--- src/rtl/i2c_config_sequencer.sv ---
// Walks a {slave, sub, data} register table through an external I2C transfer controller,
// with power-up delay, per-entry NACK retry and failure reporting.
module i2c_config_sequencer #(
    parameter int unsigned CLK_FREQ       = 50000000,
    parameter int unsigned I2C_FREQ       = 20000,
    parameter int unsigned POWERUP_CYCLES = 1000000,
    parameter int unsigned MAX_RETRY      = 3,
    parameter int unsigned GAP_TICKS      = 2
) (
    input  logic        iCLK,
    input  logic        iRST,
    input  logic        iSTART,
    input  logic [7:0]  iLUT_SIZE,
    output logic [7:0]  oLUT_INDEX,
    input  logic [23:0] iLUT_DATA,
    output logic        oI2C_CLK,
    output logic        oI2C_EN,
    output logic [23:0] oI2C_DATA,
    output logic        oGO,
    output logic        oWR,
    input  logic        iEND,
    input  logic        iACK,
    output logic        oBUSY,
    output logic        oDONE,
    output logic        oERROR,
    output logic [7:0]  oFAIL_INDEX
);

    localparam int unsigned DIV      = CLK_FREQ / I2C_FREQ;
    localparam int unsigned DW       = (DIV > 1) ? $clog2(DIV) : 1;
    localparam logic [DW-1:0] DivLast = DW'(DIV - 1);
    localparam logic [DW-1:0] ClkLo   = DW'(DIV / 4);
    localparam logic [DW-1:0] ClkHi   = DW'((3 * DIV) / 4);
    localparam logic [31:0] PwrLast  = (POWERUP_CYCLES > 0) ? POWERUP_CYCLES - 1 : 0;
    localparam logic [31:0] GapTicks = GAP_TICKS;
    localparam logic [7:0]  MaxRetry = 8'(MAX_RETRY);

    generate
        if ((DIV < 4) || ((DIV % 4) != 0)) begin : g_cfg_err
            $error("i2c_config_sequencer: CLK_FREQ/I2C_FREQ must be a multiple of 4 and >= 4");
        end
    endgenerate

    typedef enum logic [2:0] {
        StPwrup, StLoad, StXfer, StGap, StCheck, StDone, StErr
    } state_t;

    state_t        r_state, w_state_next;
    logic [DW-1:0] r_div, w_div_next;
    logic          r_en, r_clk;
    logic [31:0]   r_pwr_cnt, w_pwr_cnt_next;
    logic [31:0]   r_gap_cnt, w_gap_cnt_next;
    logic [7:0]    r_index, w_index_next;
    logic [7:0]    r_retry, w_retry_next;
    logic [7:0]    r_size, w_size_next;
    logic [7:0]    r_fail_index, w_fail_index_next;
    logic [23:0]   r_data, w_data_next;
    logic          r_go, w_go_next;
    logic          r_ack, w_ack_next;
    logic [8:0]    w_index_inc;

    // EN/CLK are registered from the next count so they line up with r_div and are 0 in reset.
    assign w_div_next  = (r_div == DivLast) ? '0 : r_div + 1'b1;
    assign w_index_inc = {1'b0, r_index} + 9'd1;

    always_ff @(posedge iCLK or posedge iRST) begin
        if (iRST) begin
            r_div        <= '0;
            r_en         <= 1'b0;
            r_clk        <= 1'b0;
            r_state      <= StPwrup;
            r_pwr_cnt    <= '0;
            r_gap_cnt    <= '0;
            r_index      <= '0;
            r_retry      <= '0;
            r_size       <= '0;
            r_fail_index <= '0;
            r_data       <= '0;
            r_go         <= 1'b0;
            r_ack        <= 1'b0;
        end else begin
            r_div        <= w_div_next;
            r_en         <= (w_div_next == '0);
            r_clk        <= (w_div_next >= ClkLo) && (w_div_next < ClkHi);
            r_state      <= w_state_next;
            r_pwr_cnt    <= w_pwr_cnt_next;
            r_gap_cnt    <= w_gap_cnt_next;
            r_index      <= w_index_next;
            r_retry      <= w_retry_next;
            r_size       <= w_size_next;
            r_fail_index <= w_fail_index_next;
            r_data       <= w_data_next;
            r_go         <= w_go_next;
            r_ack        <= w_ack_next;
        end
    end

    always_comb begin
        w_state_next      = r_state;
        w_pwr_cnt_next    = r_pwr_cnt;
        w_gap_cnt_next    = r_gap_cnt;
        w_index_next      = r_index;
        w_retry_next      = r_retry;
        w_size_next       = r_size;
        w_fail_index_next = r_fail_index;
        w_data_next       = r_data;
        w_go_next         = r_go;
        w_ack_next        = r_ack;
        unique case (r_state)
            StPwrup: begin
                if (r_pwr_cnt >= PwrLast) begin
                    w_size_next  = iLUT_SIZE;
                    w_index_next = '0;
                    w_retry_next = '0;
                    w_state_next = (iLUT_SIZE == 8'd0) ? StDone : StLoad;
                end else begin
                    w_pwr_cnt_next = r_pwr_cnt + 32'd1;
                end
            end
            StLoad: begin
                if (r_en) begin
                    w_data_next  = iLUT_DATA;
                    w_go_next    = 1'b1;
                    w_state_next = StXfer;
                end
            end
            StXfer: begin
                if (r_en && iEND) begin
                    w_ack_next     = iACK;
                    w_go_next      = 1'b0;
                    w_gap_cnt_next = '0;
                    w_state_next   = StGap;
                end
            end
            StGap: begin
                // Holding GO low lets the controller clear its step counter and END.
                if (r_gap_cnt >= GapTicks) begin
                    w_state_next = StCheck;
                end else if (r_en) begin
                    w_gap_cnt_next = r_gap_cnt + 32'd1;
                end
            end
            StCheck: begin
                if (!r_ack) begin
                    if (w_index_inc < {1'b0, r_size}) begin
                        w_index_next = w_index_inc[7:0];
                        w_retry_next = '0;
                        w_state_next = StLoad;
                    end else begin
                        w_state_next = StDone;
                    end
                end else if (r_retry < MaxRetry) begin
                    w_retry_next = r_retry + 8'd1;
                    w_state_next = StLoad;
                end else begin
                    w_fail_index_next = r_index;
                    w_state_next      = StErr;
                end
            end
            StDone, StErr: begin
                if (iSTART) begin
                    w_size_next       = iLUT_SIZE;
                    w_index_next      = '0;
                    w_retry_next      = '0;
                    w_fail_index_next = '0;
                    w_state_next      = (iLUT_SIZE == 8'd0) ? StDone : StLoad;
                end
            end
            default: w_state_next = StPwrup;
        endcase
    end

    assign oLUT_INDEX  = r_index;
    assign oI2C_CLK    = r_clk;
    assign oI2C_EN     = r_en;
    assign oI2C_DATA   = r_data;
    assign oGO         = r_go;
    assign oWR         = 1'b1;
    assign oBUSY       = (r_state != StDone) && (r_state != StErr);
    assign oDONE       = (r_state == StDone);
    assign oERROR      = (r_state == StErr);
    assign oFAIL_INDEX = r_fail_index;

endmodule

--- config.mk ---
export PLATFORM = sky130hd
export DESIGN_NAME = i2c_config_sequencer
export DESIGN_NICKNAME = d
export VERILOG_FILES = /design/src/rtl/i2c_config_sequencer.sv
export SDC_FILE = /design/constraint.sdc
export NUM_CORES = 1
export LEC_CHECK = 0
export ABC_AREA = 1
export CAP_MARGIN = 25
export CORE_MARGIN = 10
export CORE_UTILIZATION = 30
export DETAILED_ROUTE_END_ITERATION = 16
export SLEW_MARGIN = 20
export SYNTH_ARGS = -nofsm -noshare
export SYNTH_HDL_FRONTEND = slang
export SYNTH_SLANG_ARGS = --single-unit
--- constraint.sdc ---
create_clock -name iCLK -period 11.6 [get_ports iCLK]
set_clock_uncertainty 0.2 [all_clocks]
set_input_delay 3.48 -clock iCLK [delete_from_list [all_inputs] [get_ports iCLK]]
set_output_delay 3.48 -clock iCLK [all_outputs]
set_load 0.02 [all_outputs]
# Word level (Yosys, flattened, before mapping)
# Index checks and enable logic that the tools add are counted.
# W data, S select, Z words.
# word_totals
reg_bits	139
in_bits	37
out_inout_bits	47
wordCells	102
# op_classes
n_addsub	5
n_lt_le_gt_ge	6
n_eq_ne	22
n_mux	33
bitwise_logic	1
n_reduce_logical	22
# op_table
operator	n
$mux W32	3
$mux W8	11
$add A32 B1 Y32 const B	2
$pmux W32 S2	1
$pmux W8 S3	2
$ge A32 B2 Y1 const B	1
$ge A32 B20 Y1 const B	1
$pmux W8 S2	2
$mux W3	9
$ne A2 B2 Y1 const B	11
$pmux W3 S6	1
$reduce_and A5 Y1	3
$add A12 B1 Y12 const B	1
$eq A12 B12 Y1 const B	1
$ge A12 B10 Y1 const B	1
$logic_not A12 Y1	1
$lt A12 B11 Y1 const B	1
$mux W12	1
$ne A3 B3 Y1 const B	4
$add A8 B1 Y9 const B	1
$eq A3 B3 Y1 const B	3
$lt A9 B8 Y1	1
$add A8 B1 Y8 const B	1
$logic_not A8 Y1	1
other kinds (14)	25

# Longest topological paths before layout
# depth
ltp_word	5
depth_mapped	18
depth_no_buf	18

# Worst setup path before layout
# Ideal clock, no wire load.
# synth_timing
kind	register to output
start	register r_state[0]
end	output port oBUSY
arrival_time_ps	899
t_required_ps	7920
slack_ps	7021
stages_incl_launch_ff	6
path_buffers	0
cell_sequence	dfrtp_1 > inv_2 > nor2_1 > nand2_1 > nand2_2 > inv_2
# synth_via
elab_chain_len	2
elab_cells_between_ends	3
classes_between	2 x eq/ne; 1 x reduce/logical
# synth_lines
element	line_no	rtl
start: declaration	48	state_t r_state, w_state_next;
start signal: assignment	71	r_state <= StPwrup;
start signal: assignment	85	r_state <= w_state_next;
$ne A3 B3 Y1	179	assign oBUSY = (r_state != StDone) && (r_state != StErr);
$logic_and A1 B1 Y1 (*)	179	
end: declaration	23	output logic oBUSY,
# Every way passes the cells marked *; elsewhere a longest branch is shown, timed or not.

# Final worst setup path
# Ends and elaborated chain as after synthesis.

==> metrics.md <==
| Metric | Value |
|---|---|
| Outcome | `completed` |
| Initial antenna violation count | `0` |
| Hpwl dp | `~9700 µm` |
| Worst Path Buf+Inv | `3` |
| Post-Route WL | `approximately 13,000 µm` |
| DRC Markers | `0` |
| Max IR drop VDD | `0.117 mV` |
| Core outline area | `21,100 µm²` |
| Clk sink count | `around 140` |
| CTS clk-pin slew, worst paths | `0.06 ns` |
| Dominant synthesized flop cell | `dfrtp_1` |
| Worst Hold End | `r_pwr_cnt[20]$_DFFE_PP0P_` |
| Worst r2r path cells | `16` |
| Antenna-violating nets left | `0` |
| Async S/R FF share, synth | `100%` |
| Fin area | `8160 µm²` |
| Die W | `around 170 µm` |
| RSZ-0062 raised after global routing | `false` |
| Cell variety after synth | `37` |
| Vert. Die Dim | `approximately 170 µm` |
| Comb pwr share | `23.2%` |
| Synth Area in XOR/XNOR | `~3.3%` |
| Largest net degree at the start of global routing | `82` |
| #FFs+latches synth | `139` |
| Minimum clock period after layout | `5.73 ns` |
| GRT Overall Usage | `9.89%` |
| Vias in the first global route | `~4.7k` |
| GR Overflow Total | `0` |
| Hold Crit Depth | `0` |
| Hold_buf cts | `0` |
| Leakage | `a little under 4 nW` |
| Root Buffer | `clkbuf_16` |
| Arrival time at the worst endpoint | `about 2.1 ns` |
| PostCTS Resize Cnt | `0` |
| Seq/Total Area, Yosys | `between 50% and 60%` |
| Synth warn | `0` |
| Compound-gate portion of the synthesized area | `under 10%` |
| Critical path type | `flop to output pin` |
| Crit path max-delay family | `buffers and inverters` |
| Sw frac | `approximately 31%` |
| Net count, final | `856` |
| Avg WL per Cell | `approximately 12 µm` |
| Endpoints failing setup | `0` |
| Worst R2R Setup Slack | `8.59 ns` |
| Mux cell area share after synthesis | `under 10%` |
| Final Hold Violating Endpoints | `0` |
| Simple-Gate Fraction of Synth Area | `a little under a quarter` |
| FMAX | `175 MHz` |
| RR Endpoint | `oLUT_INDEX[1]$_DFFE_PP0P_` |
| Max-Slew Margin vs Limit | `a little under half` |
| Ant diodes | `0` |
| Mean Syn Cell Area | `between 8 and 9 µm²` |
| Crit-path cells | `inv_2, nor2_1, nand2_1, nand2_2, inv_2, clkdlybuf4s50_1` |
| Hold Path Class | `flop to flop` |
| Crit end category | `output pin` |
| CTS tree | `done` |
| Full die area | `27,700 µm²` |
| Area Growth Syn to Fin | `26.6%` |
| Via density | `4.27` |
| Post-synthesis adder-cell area fraction | `under 10%` |
| Critical path peak fanout | `9` |
| Final period util | `a little under 50%` |
| Most frequent CP cell | `inv_2` |
| Cell-internal power | `between 1 and 1.5 mW` |
| Starting Density | `30.6%` |
| Crit path required time | `~7.9 ns` |
| Max Cap Viol | `0` |
| Post-CTS setup buffer count | `0` |
| Slew Viols, Final | `0` |
| Starting DRT DRC Count | `280` |
| Clock Path Buffers | `2` |
| Placed insts | `~1.1k` |
| First-pass GRT wire length | `between 20,000 and 25,000 µm` |
| Synthesized Nets | `around 770` |
| Htree depth | `4` |
| CP max stage delay | `between 0.6 and 0.7 ns` |
| Final cell count without fillers | `1,091` |
| Worst-Margin Slew | `0.820 ns` |
| PD cells | `roughly 180 nW/µm²` |
| TNS Setup | `0 ns` |
| Pre-antenna DRT Iters | `4` |
| Worst hold start | `r_pwr_cnt[20]$_DFFE_PP0P_` |
| Final RePlAce weighted congestion | `approximately 0.80` |
| Mapped cell area | `6440 µm²` |
| Pwr Total | `around 1.5 mW` |
| NetSw | `approximately 0.46 mW` |
| Worst r2r src | `oLUT_INDEX[0]$_DFFE_PP0P_` |
| Num CTS Buffers | `17` |
| Clock network power share | `between 30% and 40%` |
| Post-DP Area | `between 7000 and 8000 µm²` |
| Slowest-stage cell, CP | `clkdlybuf4s50_1` |
| Routed via count | `~4.7k` |
| Ports | `84` |
| Post-Synthesis Cells | `721` |
| Layout cells sized above 1 | `~10%` |
| Port Buffers | `between 80 and 90` |
| Setup crit start kind | `flop` |
| Seq pwr share | `between 30% and 40%` |
| Clk Latency, worst-skew pair | `between 0.4 and 0.5 ns` |
| Combinational family with the most area after synthesis | `simple AND/OR/NAND/NOR gates` |
| Rows | `53` |
| Number of synthesized flops with an enable pin | `0` |
[logic make-up after synthesis]
kind of cell | after synthesis
simple gates | 332
buf+inv | 143
flops | 139
compound gates | 42
xor+xnor | 24
mux | 24
fa+ha+maj | 16
other cells | 1
[per-stage QoR]
stage	setup WS [ns]	hold slack (ns)	util, %
3_5_place_dp	6.07	0.166	35.7
2_1_floorplan	4.20	0.228	-
6_report	5.87	0.175	38.7
5_1_grt	5.75	0.187	38.7
3_3_place_gp	6.06	0.166	35.6
4_1_cts	5.83	0.179	38.7
[area by class of cell]
class | instances | area, µm²
tap | 275 | 344
clock inverter | 11 | 166
multi-input combinational | 439 | 2390
fill | 2096 | 12900
clock buffer | 21 | 470
timing repair buffer | 84 | 843
inverter | 122 | 463
sequential | 139 | 3480
[synthesized netlist by cell type, types with 3 or more instances]
| cell | number | area, µm² |
|---|---|---|
| xnor2_1 | 5 | 43.8 |
| nand3_2 | 4 | 40.0 |
| xor2_1 | 19 | 166 |
| a21oi_1 | 13 | 65.1 |
| o21ai_1 | 3 | 15.0 |
| nor3_1 | 14 | 70.1 |
| nor4_1 | 3 | 18.8 |
| o21ai_0 | 13 | 65.1 |
| mux2_2 | 24 | 270 |
| inv_1 | 116 | 435 |
| nand4_1 | 15 | 93.8 |
| nor2_1 | 117 | 439 |
| ha_1 | 16 | 200 |
| dfrtp_1 | 139 | 3480 |
| clkbuf_1 | 12 | 45.0 |
| buf_4 | 4 | 30.0 |
| o31ai_1 | 6 | 45.0 |
| nand2_2 | 3 | 18.8 |
| nand3_1 | 30 | 150 |
| buf_2 | 3 | 15.0 |
| nand2_1 | 136 | 510 |
| nor3_2 | 3 | 30.0 |
| inv_2 | 6 | 22.5 |
[state kept, by name, indices dropped and copies added, names as in the netlist, 3 cells and up]
signal and count:
r_pwr_cnt 32, r_gap_cnt 32, oLUT_INDEX 8, r_state 3, r_size 8, r_div 12, oI2C_DATA 24, oFAIL_INDEX 8
r_retry 8
[worst reg2reg max path: cells and delay by family (launching register included)]
kind,cells,cell delay (ns)
buffers and inverters,1,0.07
AO/OA/AOI/OAI,1,0.17
AND/OR/NAND/NOR,11,1.40
adder cells (fa/ha/maj),2,0.49
XOR/XNOR,1,0.16
flip-flops,1,0.42
[worst max-delay path by stage]
stage	startpoint	slack [ns]	to	depth (start not counted)
after floorplan	iRST	4.20	oFAIL_INDEX[0]$_DFFE_PP0P_	1
after global placement	iRST	6.06	r_retry[3]$_DFFE_PP0P_	3
after detailed placement	iRST	6.07	r_retry[3]$_DFFE_PP0P_	3
after CTS	r_state[0]$_DFFE_PP0P_	5.83	oBUSY	6
after global routing	r_state[0]$_DFFE_PP0P_	5.75	oBUSY	6
final	r_state[0]$_DFFE_PP0P_	5.87	oBUSY	6
[cell usage in the layout, fill, tap and decap left out, types with 2 or more instances in the layout]
cell type and instances:
nand3_1 30, nor4_1 3, inv_2 6, nand2_1 136, clkbuf_16 17, ha_1 16, nand2_2 3, o31ai_1 6
nor3_1 14, clkinv_2 3, inv_1 115, xnor2_1 5, nor2_4 2, nor2_1 117, dfrtp_1 139, clkbuf_8 3
nor3_2 3, a21oi_1 13, bufinv_16 4, o21ai_1 3, a21o_1 2, nand3_2 4, clkinvlp_4 3, o21ai_0 13
nand4_1 15, mux2_2 24, clkdlybuf4s50_1 82, xor2_1 19
[power by group through the flow]
stage          registers [mW]  logic, mW  clock network, mW
2_1_floorplan           0.571      0.259                  0
3_3_place_gp            0.566      0.345                  0
3_5_place_dp            0.568      0.346                  0
4_1_cts                 0.560      0.348              0.590
5_1_grt                 0.566      0.391              0.612
6_report                0.560      0.342              0.577
[routing by layer]
layer / GRT usage, % / up-vias / wire length (µm)
li1: - / 2396 / -
met1: 12.2 / 2174 / 6150
met2: 15.6 / 71 / 6280
met3: 3.55 / 21 / 657
met4: 3.59 / 0 / 233
met5: 0 / - / 0
No activity file was read; power rests on OpenSTA's default activity.
==> patch, RTL diff (config.mk and constraints unchanged) <==
Make the reset (`iRST`) synchronous in one clocked block.
--- a/src/rtl/i2c_config_sequencer.sv
+++ b/src/rtl/i2c_config_sequencer.sv
@@ -63,7 +63,7 @@
     assign w_div_next  = (r_div == DivLast) ? '0 : r_div + 1'b1;
     assign w_index_inc = {1'b0, r_index} + 9'd1;
 
-    always_ff @(posedge iCLK or posedge iRST) begin
+    always_ff @(posedge iCLK) begin
         if (iRST) begin
             r_div        <= '0;
             r_en         <= 1'b0;
Formal check against the unedited RTL: same outputs for any inputs over 10 cycles, from zero or initial values and one cycle with iRST high; that may be too few to reach the edited logic, so the function may still have changed.
==> patch against the original RTL <==
Synthesized cell count rose by 13%. Via count increased by 13%. Area after synthesis is 5.5% lower. Sequential cell count unchanged. Largest power group unchanged. Worst setup slack better by 95 ps. Fmax grew 1.7%. Highest routed layer unchanged. Total power decreased by 15%. Largest cell class unchanged. First-iteration DRC count fell by 14%. Routed wire length increased by 7.5%. Design area decreased by 5.4%. Die area decreased by 4.8%. Sequential share of layout area shrank 6.6 points.
==> patch: results <==
{
  "placed_cell_area_mm2": 0.00713,
  "swShare_pct": 27.9,
  "grt_pass1_wl_mm": 23.6,
  "gr-usage-met3_pct": 5.71,
  "hold_path_depth": 2,
  "route.met3.wl_mm": 1.42,
  "grt_use_met2_pct": 15.1,
  "powerDensity_mw_per_mm2": 163,
  "drt-met1-wl_mm": 6.97,
  "met1_usage_pct": 14.0,
  "comb_power_mw": 0.200,
  "synth_xor_area_share_pct": 2.30,
  "seq-cell-share_pct": 36.1,
  "worstPathMaxFanout": 6,
  "startpoint": "r_state[2]",
  "p_switching_mw": 0.350,
  "vias": 5255,
  "status": "completed",
  "grt_pass1_vias": 4921,
  "synth_mux_area_share_pct": 0,
  "drt_iter0_markers": 241,
  "yosysSeqAreaShare_pct": 45.7,
  "firstDrtPassIters": 5,
  "buffer_area_share_pct": 11.0,
  "synth_fp_nets": 869,
  "min_to": "r_pwr_cnt[28]",
  "met2_length_mm": 5.75,
  "hpwl_mm": 9.82,
  "timing.rr.start": "oLUT_INDEX[0]",
  "n_all_inverters": 111
}
## patch: cell count changes after synthesis, moves of 8 or more
| cell | delta |
|---|---|
| nor3b_1 | +10 |
| dfrtp_1 | -139 |
| a21oi_1 | +36 |
| nand2_1 | -19 |
| nor3_1 | +36 |
| mux2_2 | -24 |
| nand3b_1 | +9 |
| nor2_1 | +13 |
| nand4_1 | +8 |
| dfxtp_1 | +139 |
| o21ai_0 | +39 |
| inv_1 | -11 |
## patch: worst register-to-register path, delay by kind of cell, from the launching register on
| family | cells | cell delay (ps) |
|---|---|---|
| compound gates | 1 | 160 |
| flops | 1 | 470 |
| fa+ha+maj | 2 | 530 |
| simple gates | 12 | 1340 |
| xor+xnor | 1 | 250 |
## patch: cells by family (layout without fill, tap and decap cells)
group | after synthesis | in the layout
fa+ha+maj | 16 | 16
flops | 139 | 139
compound gates | 111 | 111
xor+xnor | 16 | 16
buf+inv | 139 | 227
simple gates | 394 | 394
other cells | 1 | 1
